## src/rtl/muldiv_pkg.sv

```systemverilog
// Shared types and constants for the iterative multiply/divide sequencer.
package muldiv_pkg;

  typedef enum logic [1:0] {
    IDLE = 2'd0,
    RUN  = 2'd1,
    DONE = 2'd2
  } muldiv_state_t;

  typedef enum logic [1:0] {
    MULU_LO = 2'd0,
    MULU_HI = 2'd1,
    DIVU    = 2'd2,
    REMU    = 2'd3
  } muldiv_op_t;

  localparam logic ASEL_SUM   = 1'b0;
  localparam logic ASEL_TRIAL = 1'b1;

  // High product word and remainder end up in A; low product and quotient in Q.
  function automatic logic result_in_a(input muldiv_op_t op);
    logic sel;
    case (op)
      MULU_HI: sel = 1'b1;
      REMU:    sel = 1'b1;
      MULU_LO: sel = 1'b0;
      DIVU:    sel = 1'b0;
      default: sel = 1'b0;
    endcase
    return sel;
  endfunction

endpackage

```

## src/rtl/muldiv_iter_counter.sv

```systemverilog
// Iteration counter for the multiply/divide loop with terminal-count flag.
module muldiv_iter_counter #(
  parameter int WIDTH = 32,
  parameter int CNT_W = $clog2(WIDTH)
) (
  input  logic i_clk,
  input  logic i_rst,
  input  logic i_clr,
  input  logic i_en,
  output logic o_last
);

  logic [CNT_W-1:0] r_cnt;

  // Count loop iterations; clear has priority over enable.
  always_ff @(posedge i_clk) begin
    if (i_rst || i_clr) begin
      r_cnt <= '0;
    end else if (i_en) begin
      r_cnt <= r_cnt + CNT_W'(1);
    end else begin
      r_cnt <= r_cnt;
    end
  end

  assign o_last = (r_cnt == CNT_W'(WIDTH - 1));

endmodule

```

## src/rtl/muldiv_seq_ctrl.sv

```systemverilog
// Control FSM for the shift-add multiplier / restoring divider: one result bit
// per RUN cycle, driving A/Q/M register controls from datapath status.
module muldiv_seq_ctrl
  import muldiv_pkg::*;
#(
  parameter int WIDTH = 32,
  parameter int CNT_W = $clog2(WIDTH)
) (
  input  logic       i_clk,
  input  logic       i_rst,
  input  logic       i_start,
  input  logic [1:0] i_op,
  input  logic       i_flush,
  input  logic       i_op_b_zero,
  output logic       o_ready,
  output logic       o_done,
  output logic       o_result_sel,
  output logic       o_div_by_zero,
  input  logic       i_q_lsb,
  input  logic       i_q_msb,
  input  logic       i_a_lsb,
  input  logic       i_sum_lsb,
  input  logic       i_trial_ge,
  output logic       o_a_clear,
  output logic       o_a_sample_en,
  output logic       o_a_shift_left,
  output logic       o_a_shift_right,
  output logic       o_a_newbit,
  output logic       o_a_sel,
  output logic       o_q_sample_en,
  output logic       o_q_shift_left,
  output logic       o_q_shift_right,
  output logic       o_q_newbit,
  output logic       o_m_sample_en
);

  muldiv_state_t r_state;
  muldiv_state_t w_next;
  muldiv_op_t    r_op;
  logic          r_dbz;
  logic          w_accept;
  logic          w_cnt_clr;
  logic          w_cnt_en;
  logic          w_last;
  logic          w_is_div;

  muldiv_iter_counter #(
    .WIDTH(WIDTH),
    .CNT_W(CNT_W)
  ) u_cnt (
    .i_clk (i_clk),
    .i_rst (i_rst),
    .i_clr (w_cnt_clr),
    .i_en  (w_cnt_en),
    .o_last(w_last)
  );

  assign w_is_div = (r_op == DIVU) || (r_op == REMU);

  // State register plus operation/divide-by-zero latch captured on accept.
  always_ff @(posedge i_clk) begin
    if (i_rst) begin
      r_state <= IDLE;
      r_op    <= MULU_LO;
      r_dbz   <= 1'b0;
    end else begin
      r_state <= w_next;
      if (w_accept) begin
        r_op  <= muldiv_op_t'(i_op);
        r_dbz <= i_op[1] & i_op_b_zero;
      end else begin
        r_op  <= r_op;
        r_dbz <= r_dbz;
      end
    end
  end

  // Next-state and register-control decode; flush overrides everything but reset.
  always_comb begin
    w_next          = r_state;
    w_accept        = 1'b0;
    w_cnt_clr       = 1'b0;
    w_cnt_en        = 1'b0;
    o_a_clear       = 1'b0;
    o_a_sample_en   = 1'b0;
    o_a_shift_left  = 1'b0;
    o_a_shift_right = 1'b0;
    o_a_newbit      = 1'b0;
    o_a_sel         = ASEL_SUM;
    o_q_sample_en   = 1'b0;
    o_q_shift_left  = 1'b0;
    o_q_shift_right = 1'b0;
    o_q_newbit      = 1'b0;
    o_m_sample_en   = 1'b0;
    if (i_rst) begin
      w_next = IDLE;
    end else if (i_flush) begin
      w_next    = IDLE;
      w_cnt_clr = 1'b1;
      o_a_clear = 1'b1;
    end else begin
      case (r_state)
        IDLE: begin
          w_cnt_clr = 1'b1;
          if (i_start) begin
            w_accept      = 1'b1;
            o_a_clear     = 1'b1;
            o_q_sample_en = 1'b1;
            o_m_sample_en = 1'b1;
            w_next        = (i_op[1] && i_op_b_zero) ? DONE : RUN;
          end else begin
            w_next = IDLE;
          end
        end
        RUN: begin
          w_cnt_en = 1'b1;
          w_next   = w_last ? DONE : RUN;
          if (w_is_div) begin
            o_q_shift_left = 1'b1;
            if (i_trial_ge) begin
              o_a_sample_en = 1'b1;
              o_a_sel       = ASEL_TRIAL;
              o_q_newbit    = 1'b1;
            end else begin
              o_a_shift_left = 1'b1;
              o_a_newbit     = i_q_msb;
            end
          end else begin
            o_q_shift_right = 1'b1;
            if (i_q_lsb) begin
              o_a_sample_en = 1'b1;
              o_a_sel       = ASEL_SUM;
              o_q_newbit    = i_sum_lsb;
            end else begin
              o_a_shift_right = 1'b1;
              o_a_newbit      = 1'b0;
              o_q_newbit      = i_a_lsb;
            end
          end
        end
        DONE: begin
          w_next = IDLE;
        end
        default: begin
          w_next = IDLE;
        end
      endcase
    end
  end

  assign o_ready       = (r_state == IDLE);
  assign o_done        = (r_state == DONE) & ~i_flush & ~i_rst;
  assign o_result_sel  = o_done & result_in_a(r_op);
  assign o_div_by_zero = o_done & r_dbz;

endmodule
```

## config.mk

```make
export PLATFORM = sky130hd
export DESIGN_NAME = muldiv_seq_ctrl
export DESIGN_NICKNAME = d
export VERILOG_FILES = /design/src/rtl/muldiv_pkg.sv /design/src/rtl/muldiv_iter_counter.sv /design/src/rtl/muldiv_seq_ctrl.sv
export SDC_FILE = /design/constraint.sdc
export NUM_CORES = 1
export LEC_CHECK = 0
export ABC_AREA = 1
export BUFFER_PORTS_ARGS = -buffer_cell sky130_fd_sc_hd__buf_2
export CORE_MARGIN = 4
export CORE_UTILIZATION = 43
export CTS_BUF_LIST = sky130_fd_sc_hd__clkbuf_2
export DETAILED_ROUTE_END_ITERATION = 10
export PLACE_DENSITY_LB_ADDON = 0.15
export SYNTH_ARGS = -nofsm -noshare
export SYNTH_HDL_FRONTEND = slang
export SYNTH_SLANG_ARGS = --single-unit
```

## constraint.sdc

```tcl
create_clock -name i_clk -period 1.3 [get_ports i_clk]
set_input_delay 0.26 -clock i_clk [delete_from_list [all_inputs] [get_ports i_clk]]
set_output_delay 0.26 -clock i_clk [all_outputs]
set_load 0.1 [all_outputs]
```

==> run_results.csv, run 1 <==
group,metric,value,unit
die,fp-row-count,13,
yosys,syn_area_per_cell,6.98,um2
yosys,synth_nets,105,
clocking,cts_sinks,10,
timing,crit_endpoint,"o_q_newbit",
status,flow.stopped_at,"5_1_grt",
global_routing,grt_max_degree,7,
yosys,yosys_warnings,0,
yosys,netlist_area,636,um2
status,error_line,"[ERROR DPL-0038] Utilization greater than 100%, impossible to legalize",
die,fp.dieW,46.4,um
status,status,"did not finish",
timing,worst-ep-kind,"top-level output",
yosys,ys_ff_latch,10,
place,port-buffer-count,26,
place,gp_congestion,0.774,
place,dpl.hpwl,1680,um
die,num_io_pins,27,
die,fp.dieH,46.4,um
yosys,synth_cell_types,20,
clocking,cts-root-buf,"clkbuf_2",
clocking,cts_max_path_buffers,2,
yosys,synth_seq_area_share,31.5,%
place,place_ws,-0.178,ns
yosys,synthCells,91,
die,start_util,47.1,%
clocking,h-tree-depth,1,
clocking,cts_inserted_buffers,3,
cell usage after synthesis, drive strengths merged:
| library cell | number | area [um2] |
|---|---|---|
| nor2 | 23 | 126 |
| nand3 | 5 | 25.0 |
| dfxtp | 10 | 200 |
| buf | 1 | 7.51 |
| xor2 | 1 | 8.76 |
| o21ai | 6 | 30.0 |
| a21oi | 4 | 20.0 |
| inv | 13 | 48.8 |
| ha | 2 | 25.0 |
| and2 | 1 | 6.26 |
| nand2 | 21 | 93.8 |
| nor3 | 3 | 37.5 |
| a31oi | 1 | 6.26 |
cells by family after synthesis:
group,share of synthesized area (%)
AOI/OAI and AO/OA,8.86
and+or+nand+nor,45.5
DFF,31.5
xor gates and xnor gates,1.38
buffers and inverters,8.86
adders and majority gates,3.94
through the flow:
step / utilization, % / instances / instance area (um2)
CTS: 96.1 / 158 / 1300
floorplan: - / 91 / 721
detailed placement: 90.2 / 150 / 1220
global placement: 90.2 / 150 / 1220
repair_timing:
item                       in CTS
hold buffers                    0
setup endpoints to repair      18
pin swaps                       7
gates resized for setup         9
buffers inserted                5
==> run 2, diff against run 1 <==
--- a/config.mk
+++ b/config.mk
@@ -7,10 +7,9 @@
 export LEC_CHECK = 0
 export ABC_AREA = 1
 export BUFFER_PORTS_ARGS = -buffer_cell sky130_fd_sc_hd__buf_2
-export CORE_MARGIN = 4
-export CORE_UTILIZATION = 43
-export CTS_BUF_LIST = sky130_fd_sc_hd__clkbuf_2
+export CORE_AREA = 4 4 65 67
 export DETAILED_ROUTE_END_ITERATION = 10
+export DIE_AREA = 0 0 69 71
 export PLACE_DENSITY_LB_ADDON = 0.15
 export SYNTH_ARGS = -nofsm -noshare
 export SYNTH_HDL_FRONTEND = slang
==> constraint.sdc (replaced) <==
create_clock -name i_clk -period 1.7 [get_ports i_clk]
set_input_delay 0.34 -clock i_clk [delete_from_list [all_inputs] [get_ports i_clk]]
set_output_delay 0.34 -clock i_clk [all_outputs]
set_load 0.1 [all_outputs]
==> run 2 against run 1 <==
Compared with the run above:
- the flow now finishes, with violations (negative setup slack)
- synthesized area unchanged
- synthesized cell count unchanged
==> run_results.csv, run 2 <==
group,metric,value,unit
yosys,synth_compound_area_share,8.86,%
yosys,ys.flop_type,"dfxtp_1",
worst_setup_path,start_kind,"register",
timing,fin_crit_sh,101,%
power,leakage,0.524,nW
place,port-buffer-count,26,
worst_setup_path,critPathKind,"register to output pin",
global_routing,grt_max_degree,7,
yosys,synthArstFlopShare,0,%
yosys,ys_ff_latch,10,
die,num_io_pins,27,
final_layout,diodes,0,
final_layout,fin_cells,180,
yosys,syn_area_per_cell,6.98,um2
final_layout,multi_input_area,444,um2
worst_setup_path,crit_path_end_kind,"output pin",
die,core,0.00363,mm2
routing,finalWirelength,1740,um
yosys,synth-xor-area-share,1.38,%
final_layout,area_growth,97.0,%
global_routing,antenna_found_initial,0,
routing,drc,0,
clocking,cts_sinks,10,
global_routing,gr-total-overflow,0,
routing,first_pass_iters,4,
timing,min_period,1.71,ns
worst_setup_path,cp_slowest_cell,"dfxtp_4",
power,vdd_ir_drop_max,0.395,mV
routing,postRouteAntennaNets,0,
worst_setup_path,worstReg2RegEnd,"u_cnt.r_cnt[4]",
clocking,clk-insertion-delay-late,0.24,ns
final_layout,regArea,205,um2
worst_hold_path,hold_start,"i_op[0]",
yosys,synth_cell_types,20,
timing,finalSetupViolations,2,
timing,fmax,583,MHz
final_layout,top_register,"u_cnt.r_cnt",
worst_hold_path,hold_path_class,"input port to register",
worst_setup_path,required,1.36,ns
worst_setup_path,cp_top_family,"simple AND/OR/NAND/NOR gates",
final_layout,n_fill_cell,391,
worst_setup_path,crit_arrival,1.37,ns
timing,tightest_slew,0.300,ns
yosys,synthDominantCellAreaShare,31.5,%
timing,timing.hold.ws,0.304,ns
yosys,synth_top_family_by_area,"simple AND/OR/NAND/NOR gates",
yosys,synth_area_leaders,"dfxtp_1 31%, nand2_1 10%, nor2_1 10%, nor2_4 8.9%, inv_1 7.1%",
die,fp.dieH,71,um
routing,wire_per_inst,9.66,um
routing,first_iter_violations,22,
yosys,synth_nets,105,
final_layout,top_regs,"u_cnt.r_cnt x5, r_op x2, r_state x2",
clocking,cts_max_path_buffers,2,
global_routing,grt_usage,8.02,%
yosys,synth_commonest_cells,"17 x nand2_1, 17 x nor2_1, 12 x inv_1",
routing,vias_per_cell,3.88,
timing,setup_ws,-0.0139,ns
worst_setup_path,worst-path-buf-inv,2,
worst_setup_path,crit_path_cell_trace,"inv_4 -> nor2_4 -> nand2_4 -> nor2_4 -> nand2_2 -> nand2_2 -> buf_12",
global_routing,grt_pass1_wl,3140,um
worst_setup_path,r2r_start,"u_cnt.r_cnt[0]",
timing,drv_slew,0,
yosys,netlist_area,636,um2
place,placedCellCount,170,
worst_setup_path,r2r_slack,0.34,ns
yosys,yosys_warnings,0,
timing,max_slew_margin,80.1,%
clocking,cts-root-buf,"clkbuf_8",
yosys,synth_seq_area_share,31.5,%
worst_hold_path,min_path_cells,3,
power,power_density,574,mW/mm2
yosys,synth-simple-area-share,45.5,%
timing,hold_viol_final,0,
die,dieArea,0.00490,mm2
die,fp-row-count,22,
yosys,synthMuxAreaShare,0,%
final_layout,layout_common_cells,"14 x nor2_1, 14 x buf_12, 13 x nand2_1",
yosys,yosysTopAreaCell,"dfxtp_1",
final_layout,finalNetCount,147,
final_layout,largest_reg_flops,5,
worst_hold_path,min_to,"r_op[0]",
status,status,"finished, violations left",
final_layout,drive_gt1_share,50.8,%
yosys,synthCells,91,
timing,rsz0062_at_grt,"true",
routing,vias,698,
global_routing,grt_pass1_vias,679,
clocking,cts.clk_slew.worst_paths,0.05,ns
clocking,cts_inserted_buffers,3,
worst_setup_path,cpPeakStageDelay,0.36,ns
yosys,synth-edff-count,0,
status,violations,"negative setup slack",
yosys,synthAdderAreaFrac,3.94,%
place,dpl.hpwl,1490,um
die,fp.dieW,69,um
timing,tns,-0.0153,ns
clocking,cts_tree,"yes",
worst_setup_path,reg2reg_depth,6,
clocking,h-tree-depth,1,
worst_setup_path,crit_path_max_fanout,4,
timing,fin_skew,0.00328,ns
place,gp_congestion,0.733,
power,p_total,0.719,mW
run,drv_cap,0,
die,start_util,17.5,%
[run 2: cell counts after synthesis]
No cell type changed its count.
[run 2: power by group]
part,internal [mW],leakage [nW],switching (mW),total [mW]
Sequential,0.240,0.0823,0.00444,0.244
Combinational,0.0610,0.413,0.106,0.167
Clock,0.204,0.0288,0.103,0.308
Total,0.505,0.524,0.214,0.719
[run 2: cell families (layout without fill, tap and decap cells)]
| logic type | Yosys count | count (layout) |
|---|---|---|
| AND/OR/NAND/NOR | 53 | 53 |
| buffers and inverters | 14 | 55 |
| XOR/XNOR | 1 | 1 |
| AO/OA/AOI/OAI | 11 | 11 |
| adder cells (fa/ha/maj) | 2 | 2 |
| flip-flops | 10 | 10 |
[run 2: how the worst max path moves through the flow]
stage                          start             to  slack [ns]  depth (start not counted)
after floorplan           r_state[0]     o_a_newbit       -0.55                          5
after global placement         i_rst     o_q_newbit        0.07                          7
after detailed placement       i_rst     o_q_newbit        0.05                          7
after CTS                 r_state[0]     o_q_newbit       -0.01                          7
after global routing      r_state[0]  o_a_sample_en        -0.1                          7
final                     r_state[0]  o_a_sample_en       -0.01                          7
[run 2: per-layer routing]
metal | up-vias | global-route usage, % | part of all wire [%]
met1 | 305 | 10.1 | 46
met2 | 21 | 12.1 | 46
met4 | 0 | 5.86 | 3.0
met3 | 4 | 1.56 | 4.6
met5 | - | 0 | 0
li1 | 368 | - | -
[run 2: what timing repair did]
item                                    CTS  global route
setup buffers                             4             2
pin swaps                                 7             6
endpoints found under the setup margin    6            11
hold buffers                              0             0
gates resized for setup                   2             3
[run 2: final cells by class]
type	count	area share [%]
clock buffer	4	4.40
tap	48	4.80
timing repair buffer	38	34.6
multi-input combinational	67	35.5
inverter	13	4.40
sequential	10	16.4
[run 2: tightest hold or removal path, delay by kind of cell]
family | cells | cell delay, ns
and+or+nand+nor | 1 | 0.04
buffers and inverters | 1 | 0.08
AOI/OAI and AO/OA | 1 | 0.05
[run 2: through the flow]
step / util [%] / worst slack (ns) / area [um2]
2_1_floorplan: - / -0.547 / 712
3_3_place_gp: 31.3 / 0.0686 / 1140
3_5_place_dp: 31.3 / 0.0506 / 1140
4_1_cts: 33.8 / -0.0105 / 1230
5_1_grt: 34.5 / -0.0970 / 1250
6_report: 34.5 / -0.0139 / 1250
Power figures use the tool's default switching activity.
==> run 3, diff against run 2 <==
==> constraint.sdc (replaced) <==
create_clock -name i_clk -period 1.7 [get_ports i_clk]
set_input_delay 0.085 -clock i_clk [delete_from_list [all_inputs] [get_ports i_clk]]
set_output_delay 0.085 -clock i_clk [all_outputs]
set_load 0.1 [all_outputs]
==> run 3 against run 2 <==
Compared with the run above:
- the flow now finishes without violations
- critical path depth down 2
- via count shrank 8.2%
- global-route usage down 1.6 points
- maximum frequency is 6.6% higher
- critical path type unchanged
- largest power group unchanged
- total power decreased by 5.7%
- largest cell class unchanged
- wire length is 10% lower
- worst hold slack got worse by 0.25 ns
==> run_results.csv, run 3 (synthesis gave the netlist of run 2 again) <==
group,metric,value,unit
status,status,"completed",
worst_setup_path,required,1.62,ns
power,p_total,0.678,mW
clocking,clk-insertion-delay-late,0.23,ns
routing,first_iter_violations,17,
global_routing,gr-total-overflow,0,
routing,wire_per_inst,9.27,um
global_routing,grt_pass1_vias,626,
die,start_util,17.5,%
final_layout,mostFrequentLayoutCell,"buf_2",
worst_setup_path,crit_arrival,1.52,ns
die,core,0.00363,mm2
clocking,cts_sinks,10,
die,num_io_pins,27,
place,dpl.hpwl,1300,um
timing,max_slew_margin,67.8,%
timing,tightest_slew,0.486,ns
die,dieArea,0.00490,mm2
timing,fin_crit_sh,94.6,%
final_layout,largest_reg_flops,5,
final_layout,area_growth,56.5,%
worst_setup_path,start_kind,"register",
final_layout,layout_common_cells,"21 x buf_2, 15 x nor2_1, 13 x nand2_1",
timing,rsz0062_at_grt,"false",
clocking,cts.clk_slew.worst_paths,0.05,ns
timing,drv_slew,0,
final_layout,finish.utilization,27.4,%
global_routing,antenna_found_initial,0,
routing,drc,0,
clocking,cts_tree,"yes",
routing,postRouteAntennaNets,0,
worst_hold_path,hold_path_class,"input port to register",
die,fp-row-count,22,
final_layout,top_register,"u_cnt.r_cnt",
worst_setup_path,crit_path_max_fanout,5,
final_layout,finalNetCount,135,
place,port-buffer-count,26,
timing,hold_viol_final,0,
clocking,cts-root-buf,"clkbuf_8",
run,drv_cap,0,
timing,tns,0,ns
global_routing,grt_pass1_wl,2610,um
global_routing,grt_usage,6.46,%
final_layout,drive_gt1_share,45.0,%
power,vdd_ir_drop_max,0.185,mV
final_layout,diodes,0,
die,fp.dieW,69,um
timing,min_period,1.61,ns
power,leakage,0.434,nW
clocking,h-tree-depth,1,
timing,fin_skew,0.00113,ns
routing,vias_per_cell,3.82,
timing,fmax,622,MHz
place,gp_congestion,0.668,
clocking,ctsHoldBuffers,0,
final_layout,top_regs,"u_cnt.r_cnt x5, r_op x2, r_state x2",
routing,finalWirelength,1560,um
power,power_density,682,mW/mm2
clocking,cts_inserted_buffers,3,
timing,finalSetupViolations,0,
global_routing,grt_max_degree,8,
routing,first_pass_iters,4,
worst_setup_path,critPathKind,"register to output pin",
die,fp.dieH,71,um
worst_setup_path,crit_path_end_kind,"output pin",
routing,vias,641,
clocking,cts_max_path_buffers,2,
==> run 3: cell types whose count changed in the layout (fill, tap and decap cells not counted), sizes merged <==
cell / change
buf: -12
==> run 3: layout make-up <==
class	instances	area [um2]
Timing Repair Buffer	26	193
Sequential cell	10	203
Inverter	13	52.6
Multi-Input combinational cell	67	432
Tap cell	48	60.1
Clock buffer	4	55.1
Fill cell	402	2640
==> run 3: what timing repair did <==
action	in CTS	in global routing
resized for setup	0	1
buffers inserted	0	0
endpoints found under the setup margin	0	1
==> run 3: through the flow <==
| stage | setup WS (ns) | cells | area (um2) | hold WS, ns |
|---|---|---|---|---|
| finish | 0.0920 | 168 | 995 | 0.0566 |
| global route | 0.0194 | 168 | 995 | 0.0791 |
| CTS | 0.0411 | 168 | 992 | 0.0527 |
| detailed placement | 0.303 | 164 | 937 | 0.299 |
| global placement | 0.330 | 164 | 937 | 0.290 |
| floorplan | -0.292 | 91 | 707 | 0.157 |
==> run 3: routing by layer <==
layer | track usage (%) | routed length, um | vias to the layer above
met5 | 0 | 0 | -
met4 | 1.95 | 8 | 0
met3 | 2.84 | 104 | 2
met2 | 10.4 | 698 | 18
met1 | 7.78 | 746 | 278
li1 | - | - | 343
==> run 3: path summary, 6_finish.rpt <==
| path | start | end | slack [ns] | depth (start not counted) |
|---|---|---|---|---|
| worst max-delay path | r_state[0] | o_a_shift_left | 0.09 | 5 |
| worst min register to register | r_op[0] | r_op[0] | 0.47 | 2 |
| worst max register to register | u_cnt.r_cnt[0] | u_cnt.r_cnt[4] | 0.33 | 6 |
| worst min-delay path | i_op[0] | r_op[0] | 0.06 | 3 |
==> run 3: worst max-delay path, stage by stage, from the launching register on <==
cell and delay (ns):
dfxtp_2 0.37, inv_2 0.06, nor2_4 0.12, nand2_4 0.10, nor3_4 0.18, buf_2 0.45
==> run 3: power by group <==
group	internal, mW	switching [mW]	total, mW
clock	0.204	0.0967	0.301
combinational	0.0334	0.0965	0.130
sequential	0.241	0.00636	0.247
total	0.478	0.200	0.678
==> run 4, diff against run 3 <==
--- a/config.mk
+++ b/config.mk
@@ -13,4 +13,5 @@
 export PLACE_DENSITY_LB_ADDON = 0.15
 export SYNTH_ARGS = -nofsm -noshare
 export SYNTH_HDL_FRONTEND = slang
+export SYNTH_HIERARCHICAL = 1
 export SYNTH_SLANG_ARGS = --single-unit
==> run 4 against run 3 <==
Compared with the run above:
- global-route usage grew 0.44 points
- design area shrank 1.4%
- core utilization shrank 0.38 points
- wire length increased by 3.3%
- largest cell class unchanged
- largest power group is now registers
==> run_results.csv, run 4 <==
group,metric,value,unit
status,status,"completed",
clocking,cts_tree,"yes",
timing,fmax,644,MHz
die,num_io_pins,27,
place,port-buffer-count,26,
worst_setup_path,crit_arrival,1.47,ns
yosys,syn_area_per_cell,6.45,um2
clocking,ctsResizeCount,0,
final_layout,largest_reg_flops,5,
yosys,synthCells,96,
final_layout,top_regs,"u_cnt/r_cnt x5, r_op x2, r_state x2",
place,dpl.hpwl,1360,um
yosys,ys_ff_latch,10,
timing,rsz0062_at_grt,"false",
global_routing,grt_usage,6.90,%
yosys,synth_commonest_cells,"19 x nand2_1, 18 x nor2_1, 15 x inv_1",
yosys,netlist_area,619,um2
worst_setup_path,crit_path_end_kind,"output pin",
die,dieArea,0.00490,mm2
yosys,synthDominantCellAreaShare,32.3,%
die,core,0.00363,mm2
routing,first_pass_iters,4,
worst_setup_path,start_kind,"register",
yosys,yosys_warnings,6,
timing,tightest_slew,0.494,ns
timing,drv_slew,0,
routing,vias_per_cell,3.83,
routing,wire_per_inst,9.35,um
final_layout,top_register,"u_cnt/r_cnt",
global_routing,gr-total-overflow,0,
routing,first_iter_violations,15,
final_layout,finalNetCount,140,
routing,finalWirelength,1610,um
power,p_total,0.626,mW
die,start_util,17.0,%
final_layout,multi_input_area,427,um2
clocking,cts.clk_slew.worst_paths,0.05,ns
global_routing,grt_pass1_vias,594,
place,gp_congestion,0.705,
clocking,cts_sinks,10,
final_layout,drive_gt1_share,39.5,%
timing,tns,0,ns
die,fp.dieW,69,um
final_layout,finish.utilization,27.0,%
worst_hold_path,hold_path_class,"input port to register",
clocking,ctsHoldBuffers,0,
timing,fin_crit_sh,91.4,%
yosys,synth_cell_types,20,
final_layout,diodes,0,
clocking,clk-insertion-delay-late,0.23,ns
timing,min_period,1.55,ns
final_layout,n_fill_cell,413,
run,drv_cap,0,
global_routing,antenna_found_initial,0,
global_routing,grt_max_degree,10,
routing,drc,0,
yosys,synth_area_leaders,"dfxtp_1 32%, nand2_1 12%, nor2_1 11%, inv_1 9.1%, nand3_1 7.3%",
routing,postRouteAntennaNets,0,
yosys,synthArstFlopShare,0,%
final_layout,layout_common_cells,"23 x buf_2, 18 x nor2_1, 16 x nand2_1",
timing,hold_viol_final,0,
worst_setup_path,crit_path_max_fanout,9,
clocking,cts-root-buf,"clkbuf_8",
timing,finalSetupViolations,0,
worst_setup_path,critPathKind,"register to output pin",
power,vdd_ir_drop_max,0.149,mV
clocking,cts_max_path_buffers,2,
die,fp.dieH,71,um
yosys,synth_seq_area_share,32.3,%
timing,max_slew_margin,67.3,%
yosys,ys.flop_type,"dfxtp_1",
global_routing,grt_pass1_wl,2750,um
yosys,yosysTopAreaCell,"dfxtp_1",
worst_setup_path,required,1.62,ns
power,leakage,0.465,nW
routing,vias,658,
die,fp-row-count,22,
power,power_density,638,mW/mm2
yosys,synth.most_common_cell,"nand2_1",
yosys,synth_nets,110,
yosys,synth-edff-count,0,
clocking,cts_setup_buffers,0,
final_layout,mostFrequentLayoutCell,"buf_2",
timing,fin_skew,0.00464,ns
final_layout,area_growth,58.4,%
clocking,cts_inserted_buffers,3,
clocking,h-tree-depth,1,
final_layout,regArea,203,um2
run 4: worst paths after layout:
kind             startpoint         end  slack [ns]  cells after the start
min                 i_op[1]     r_op[1]        0.06                      3
max              r_state[1]  o_q_newbit        0.15                      6
min reg2reg         r_op[0]     r_op[0]        0.47                      2
max reg2reg  u_cnt/r_cnt[0]  r_state[1]        0.39                      7
run 4: power by group:
group | internal (mW) | leakage (nW) | total (mW) | switching [mW]
clock network | 0.155 | 0.0216 | 0.245 | 0.0901
logic | 0.0338 | 0.361 | 0.132 | 0.0980
registers | 0.241 | 0.0819 | 0.249 | 0.00755
total | 0.430 | 0.465 | 0.626 | 0.196
run 4: routing by layer:
layer	vias to the layer above	GRT usage [%]	part of all wire (%)
met3	2	1.85	5.0
li1	357	-	-
met1	283	8.78	48
met5	-	0	0
met2	16	10.5	45
met4	0	3.90	2.1
run 4: cell type report:
type	count	share of cell area, %
multi-input combinational	68	43.5
sequential	10	20.7
timing repair buffer	26	17.9
inverter	17	7.65
tap	48	6.12
clock buffer	3	4.21
run 4: critical path, cell delays in order, from the launching register on:
cell      delay (ns)
dfxtp_1         0.41
inv_2           0.08
nand3_4         0.15
clkinv_1        0.24
nand2_1         0.13
inv_1           0.07
buf_12          0.16
run 4: metrics by stage:
stage | cells | area (um2) | setup WS, ns | hold WS, ns
after floorplan | 96 | 716 | -0.165 | 0.195
after global placement | 169 | 940 | 0.363 | 0.303
after detailed placement | 169 | 940 | 0.358 | 0.304
after CTS | 172 | 981 | 0.106 | 0.0565
after global routing | 172 | 981 | 0.0172 | 0.0737
final | 172 | 981 | 0.146 | 0.0637
run 4: cells by family after synthesis:
family / count (synthesis) / share of synthesized area, %
buffers and inverters: 18 / 11.5
AOI/OAI and AO/OA: 7 / 5.66
DFF: 10 / 32.3
and+or+nand+nor: 59 / 46.5
adders and majority gates: 2 / 4.04
